==> src/rtl/texture_store.sv <==
// texture_store: texel memory for the pixel cluster.
// Lookups return the texel one cycle after the index is presented; indices at or
// beyond DEPTH return DEFAULT_COLOR. A load port streams texels in under a
// small IDLE/LOAD FSM that wraps the write pointer and clamps the length.
//
// Load handshake: a texel transfers on every rising edge where
// load_valid && load_ready. The store raises load_ready for the whole time it
// is in LOAD, independent of load_valid. The source may drop load_valid for any
// number of cycles, which simply pauses the load. load_data is sampled only on
// transfer edges.
module texture_store #(
  parameter int                     INDEX_WIDTH   = 32,
  parameter int                     COLOR_WIDTH   = 12,
  parameter int                     DEPTH         = 256,
  parameter logic [COLOR_WIDTH-1:0] DEFAULT_COLOR = '1
) (
  input  logic                   clk,
  input  logic                   rst_n,
  input  logic                   load_start,
  input  logic [INDEX_WIDTH-1:0] load_base,
  input  logic [INDEX_WIDTH-1:0] load_len,
  input  logic                   load_valid,
  input  logic [COLOR_WIDTH-1:0] load_data,
  output logic                   load_ready,
  output logic                   load_done,
  output logic                   busy,
  input  logic [INDEX_WIDTH-1:0] mem_index,
  output logic [COLOR_WIDTH-1:0] mem_color
);

  localparam int PTR_W = $clog2(DEPTH);
  localparam int REM_W = PTR_W + 1;

  typedef enum logic {
    IDLE = 1'b0,
    LOAD = 1'b1
  } state_t;

  logic [COLOR_WIDTH-1:0] mem [DEPTH];

  state_t           state, state_next;
  logic [PTR_W-1:0] ptr, ptr_next;
  logic [REM_W-1:0] remaining, remaining_next;
  logic             done_next;
  logic             wr_en;

  logic [REM_W-1:0] len_clamped;
  logic [PTR_W-1:0] base_wrapped;

  // Length is compared at full width before narrowing, so huge lengths clamp
  // to DEPTH instead of aliasing to a small count.
  assign len_clamped  = (load_len > INDEX_WIDTH'(DEPTH)) ? REM_W'(DEPTH) : REM_W'(load_len);
  assign base_wrapped = PTR_W'(load_base % INDEX_WIDTH'(DEPTH));

  assign busy       = (state == LOAD);
  assign load_ready = (state == LOAD);

  // State, pointer, count and done-pulse registers.
  always_ff @(posedge clk or negedge rst_n) begin
    if (!rst_n) begin
      state     <= IDLE;
      ptr       <= '0;
      remaining <= '0;
      load_done <= 1'b0;
    end else begin
      state     <= state_next;
      ptr       <= ptr_next;
      remaining <= remaining_next;
      load_done <= done_next;
    end
  end

  // Next-state logic: start/clamp in IDLE, accept-and-advance in LOAD.
  always_comb begin
    state_next     = state;
    ptr_next       = ptr;
    remaining_next = remaining;
    done_next      = 1'b0;
    wr_en          = 1'b0;
    unique case (state)
      IDLE: begin
        if (load_start) begin
          ptr_next       = base_wrapped;
          remaining_next = len_clamped;
          if (len_clamped == '0) begin
            done_next = 1'b1;
          end else begin
            state_next = LOAD;
          end
        end
      end
      LOAD: begin
        if (load_valid) begin
          wr_en          = 1'b1;
          ptr_next       = (ptr == PTR_W'(DEPTH - 1)) ? '0 : ptr + 1'b1;
          remaining_next = remaining - 1'b1;
          if (remaining == REM_W'(1)) begin
            state_next = IDLE;
            done_next  = 1'b1;
          end
        end
      end
      default: begin
        state_next = IDLE;
      end
    endcase
  end

  // Texel write port; contents survive reset.
  always_ff @(posedge clk) begin
    if (wr_en) begin
      mem[ptr] <= load_data;
    end
  end

  // Registered lookup; a same-cycle write to the same address returns the old texel.
  always_ff @(posedge clk or negedge rst_n) begin
    if (!rst_n) begin
      mem_color <= DEFAULT_COLOR;
    end else if (mem_index < INDEX_WIDTH'(DEPTH)) begin
      mem_color <= mem[mem_index[PTR_W-1:0]];
    end else begin
      mem_color <= DEFAULT_COLOR;
    end
  end

endmodule

==> config.mk <==
export PLATFORM = sky130hd
export DESIGN_NAME = texture_store
export DESIGN_NICKNAME = d
export VERILOG_FILES = /design/src/rtl/texture_store.sv
export SDC_FILE = /design/constraint.sdc
export NUM_CORES = 2
export LEC_CHECK = 0
export ABC_AREA = 0
export ABC_CLOCK_PERIOD_IN_PS = 2200
export BUFFER_PORTS_ARGS = -buffer_cell sky130_fd_sc_hd__buf_4
export CORE_MARGIN = 10
export CORE_UTILIZATION = 57
export DETAILED_ROUTE_END_ITERATION = 12
export HOLD_SLACK_MARGIN = 0.12
export PLACE_DENSITY_LB_ADDON = 0.25
export SLEW_MARGIN = 20
export SYNTH_ARGS = -nofsm -noshare
export SYNTH_HDL_FRONTEND = slang
export SYNTH_SLANG_ARGS = --single-unit
==> constraint.sdc <==
create_clock -name clk -period 2.2 [get_ports clk]
set_input_delay 0.22 -clock clk [delete_from_list [all_inputs] [get_ports clk]]
set_output_delay 0.22 -clock clk [all_outputs]
set_load 0.02 [all_outputs]
# == Word level (Yosys, flattened, before mapping) ==
# Memories as Yosys holds them, arrays and structs flattened.
# Index checks and enable logic that the tools add are counted.
# word_totals
wordCells,40
n_memories,1
in_bits,112
ram_bits,3072
output_inout_bits,15
regBits,31
# op_classes
n_eq_ne,4
add_sub_neg,2
muxes,23
n_reduce_logical,2
n_lt_le_gt_ge,2
bitwise_logic,1
# memory_table
name,depth,width,rd,rd_ports_with_merged_regs,write_ports,line,text
mem,256,12,1,0,1,39,logic [COLOR_WIDTH-1:0] mem [DEPTH];
# op_table
cell,count
$gt A32 B9 Y1 const B,1
$lt A32 B9 Y1 const B,1
$mux W9,3
$mux W8,3
$pmux W9 S2,1
$pmux W8 S2,1
$mux W1,12
$mux W12,1
$eq A9 B1 Y1 const B,1
$logic_not A9 Y1,1
$sub A9 B1 Y9 const B,1
$add A8 B1 Y8 const B,1
$eq A8 B8 Y1 const B,1
$ne A2 B2 Y1 const B,2
$pmux W1 S2,2
$reduce_and A2 Y1,1
$not A1 Y1,1

# == Depth between registers and ports, before layout ==
# depth
depth_word,6
mapped_depth,12
depth_no_buf,7

# == Worst setup path after synthesis ==
# Ideal clock, no wire load.
# synth_timing
kind,reg2reg
from,"reg state, in the netlist busy"
to,mem mem[103][0] (enable)
slack_ns,-0.242
setup_ns,0.380
synth_period_minus_slack_ns,2.442
arrival_ns,2.062
path_stages_with_launch,7
t_required_ns,1.820
n_path_buf,3
path_cell_list,dfrtp_1 -> clkbuf_1 -> and2_1 -> clkbuf_1 -> nand3_1 -> clkbuf_1 -> nor2_1
# synth_between
elab_chain_len,3
# synth_lines
item,line,text
start: declaration,41,"state_t state, state_next;"
start signal: assignment,66,state <= state_next;
$mux W1,80,unique case (state)
$mux W1,111,if (wr_en) begin
$mux W1 (implied by the code),112,mem[ptr] <= load_data;
end: declaration,39,
# No other way between the ends.

# == Worst setup path after layout ==
# layout_timing
from,in mem_index[0]
to,reg mem_color[9]
# layout_between
elab_chain_len,2
word_cells_on_any_way,3
cone_classes,1 x order compare; 1 x mux; 1 x memory
# layout_lines
item,line,text
start: declaration,27,"input logic [INDEX_WIDTH-1:0] mem_index,"
$mem_v2 Z256 W12 / $lt A32 B9 Y1 (equally long branches),-,
$mux W12 (*),120,end else if (mem_index < INDEX_WIDTH'(DEPTH)) begin
end signal: assignment,121,mem_color <= mem[mem_index[PTR_W-1:0]];
end: declaration,28,output logic [COLOR_WIDTH-1:0] mem_color
# Mark *: on every way between the ends. The rest lies on a longest branch, timed or not.
# A chain may end at the register's enable or synchronous reset.

==> flow_summary.yaml <==
status:
  status: "finished with violations"
  violations: "setup timing"
logic_synthesis:
  syn_inst: 6232
  syn_avg_cell_area_um2: 19.5
  synthDistinctLibCells: 67
  async_flop_share: 0.00999
  yosysSeqAreaShare: 0.765
  ys.flop_type: "edfxtp_1"
  synth_area_um2: 122000
  synth_warnings: 0
  yosys.area.top_type: "edfxtp_1"
  synth_fp_nets: 6350
  synth.top_cells.by_area: "edfxtp_1, mux4_2, mux2i_1, o221ai_1, nor2_1"
  synth_edf_count: 3072
  synth_top_area_frac: 0.758
  ys_seq_elements: 3103
routing:
  wl_um: 347000
  dr.pass1.iters: 8
  initialDrtViolationCount: 9358
  drtAntennaViolNets: 0
  vias: 69400
  avgViaCountPerCell: 6.60
  drc: 0
  wire_per_inst_um: 33.0
worst_setup_path:
  cp-endpoint: "mem_color[9]"
  start_kind: "primary input"
  cp_top_family: "compound AO/OA/AOI/OAI gates"
  crit_required_ns: 3.09
  worst-path-stages: 13
  r2r_slack_ns: -0.25
  slowest_delay_ns: 0.51
  crit_path_max_fanout: 19
  slowest_stage: "a41o_1"
  cp_common_cell: "buf_12"
  path_class: "in -> reg"
  rr_startpoint: "mem[107][9]"
  endpoint_kind: "register"
  worstReg2RegEnd: "mem_color[9]"
  crit_start: "mem_index[0]"
  critical_path_arrival_ns: 3.34
  rr_worst_depth: 6
  path_cells: "buf_16 > buf_12 > buf_12 > buf_6 > buf_12 > mux2i_1 > o221ai_1 > buf_4 > a21oi_1 > o21bai_1 > a221oi_1 > a41o_1 > o21a_1"
  path_buf_inv: 6
sta:
  skew_ns: 0.0775
  clock.fmax_mhz: 408
  period_minus_slack_ns: 2.45
  timing.slew.headroom: 0.377
  maxSlewViolCount: 0
  period_share: 1.11
  setup_slack_ns: -0.251
  hold_viol: 0
  setup_viol: 9
  finalSetupTns_ns: -1.24
  worstMarginPinSlew_ns: 0.931
  rsz0062_at_grt: "true"
flow_run:
  drv_cap: 0
clock_tree:
  cts_buffers: 321
  cts_root_buf: "clkbuf_16"
  clkLatencyLatePin_ns: 0.95
  max-clock-path-buffers: 4
  cts.sinks: 3103
  cts_htree_levels: 5
  clk_pin_slew_ns: 0.06
  tritoncts: "yes"
placement:
  gp_congestion: 0.976
  post_dp_cell_area_um2: 135000
  port_buffers: 102
  dpl_worst_slack_ns: -1.27
  detailed_place_hpwl_um: 226000
floorplan:
  placementRows: 169
  num_io_pins: 127
  die_w_um: 482
  core_um2: 212000
  dieArea_um2: 232000
  initial_core_util: 0.573
  die_y_um: 482
cells_and_area:
  stdcell_area_um2: 147000
  post-route-util: 0.691
  final_cell_mix: "edfxtp_1, buf_4, mux2i_1"
  mostFrequentLayoutCell: "edfxtp_1"
  syn2layout_area_growth_pct: 20.5
  fill_cells: 13000
  drive_above_1_share: 0.304
  final_nets: 7592
  seqCellArea_um2: 93000
  multi_input_area_um2: 27600
pwr:
  power_density_nw_per_um2: 876
  ir_worst_vdd_uv: 886
  leakagePower_uw: 0.0495
  p_total_uw: 128000
grt:
  grt_max_degree: 94
  overflow: 0
  grt_usage: 0.296
  grt_pass1_wl_um: 496000
  grt_pass1_vias: 68900
  antenna_found_initial: 11
min_path:
  hold_path.class: "in -> reg"
## report_power, final
group	internal, uW	leakage, uW	switching [uW]	total, uW
clock	29800	0.00477	21600	51400
sequential	65700	0.0280	236	65900
combinational	4030	0.0168	7090	11100
## synth_stat cells, types with 8 or more instances
| master | number |
|---|---|
| a2111oi_0 | 9 |
| a211o_1 | 27 |
| a211oi_1 | 17 |
| a21oi_1 | 137 |
| a221oi_1 | 12 |
| a222oi_1 | 8 |
| a32oi_1 | 15 |
| a41o_1 | 11 |
| buf_1 | 31 |
| buf_12 | 10 |
| buf_2 | 69 |
| buf_4 | 45 |
| buf_6 | 61 |
| buf_8 | 8 |
| clkbuf_1 | 177 |
| dfrtp_1 | 19 |
| dfstp_2 | 12 |
| edfxtp_1 | 3072 |
| mux2_2 | 17 |
| mux2i_1 | 705 |
| mux4_2 | 408 |
| nand2_1 | 84 |
| nand3_1 | 26 |
| nand4_1 | 18 |
| nor2_1 | 339 |
| nor2b_1 | 13 |
| nor3_1 | 149 |
| nor4_1 | 41 |
| o211ai_1 | 11 |
| o21a_1 | 11 |
| o21ai_0 | 112 |
| o21bai_1 | 12 |
| o221ai_1 | 312 |
| o22ai_1 | 113 |
| o31ai_1 | 20 |
| or4_1 | 12 |
## repair_timing
item | CTS | global route
gates resized for setup | 138 | 120
setup buffers | 6 | 5
setup endpoints to repair | 133 | 793
cloned | 0 | 0
pin swaps | 49 | 70
hold buffers | 75 | 0
endpoints found under the hold margin | 2822 | 0
## layer usage
metal	global-route usage	vias to the layer above	wire, um
met5	0	-	11
met4	0.131	2	17900
li1	-	28500	-
met3	0.0615	779	38500
met2	0.461	4455	164000
met1	0.408	35700	127000
## final cells by class
type	count	share of cell area
antenna	7	0.000119
clock inverter	148	0.00854
tap	2821	0.0241
sequential	3103	0.635
timing repair buffer	1320	0.0858
multi-input combinational	2720	0.188
inverter	8	0.000256
clock buffer	396	0.0581
## state kept, by name (all words and copies together), names as in the netlist
register / count
load_done: 1
mem: 3072
mem_color: 12
remaining: 9
ptr: 8
busy: 1
## kinds of logic (layout without fill, tap and decap cells)
logic type | count (synthesis) | after routing | synth area share
AO/OA/AOI/OAI | 866 | 866 | 0.0519
XOR/XNOR | 3 | 3 | 0.000216
adder cells (fa/ha/maj) | 6 | 6 | 0.000617
buffers and inverters | 409 | 1872 | 0.0206
flip-flops | 3103 | 3103 | 0.765
multiplexers | 1130 | 1130 | 0.135
other | 0 | 7 | 0
AND/OR/NAND/NOR | 715 | 715 | 0.0267
## tightest hold or removal path, stage by stage
cell           delay [ns]
dlygate4sd3_1        0.54
buf_4                0.11
mux2i_1              0.06
o21ai_0              0.14
## worst min-delay path by stage
| stage | startpoint | endpoint | slack (ns) | depth (start not counted) |
|---|---|---|---|---|
| final | load_base[1] | ptr[1] | 0.17 | 4 |
| after global routing | load_base[1] | ptr[1] | 0.17 | 4 |
| after CTS | load_base[1] | ptr[1] | 0.13 | 4 |
| after detailed placement | rst_n | load_done | 0.23 | 1 |
| after global placement | rst_n | load_done | 0.22 | 1 |
| after floorplan | rst_n | busy | -0.08 | 0 |
## through the flow
step | hold WS, ns | instances
floorplan | -0.0756 | 6232
global placement | 0.222 | 9903
detailed placement | 0.227 | 9903
CTS | 0.132 | 10500
global route | 0.173 | 10500
finish | 0.172 | 10500
Power figures use the tool's default switching activity.
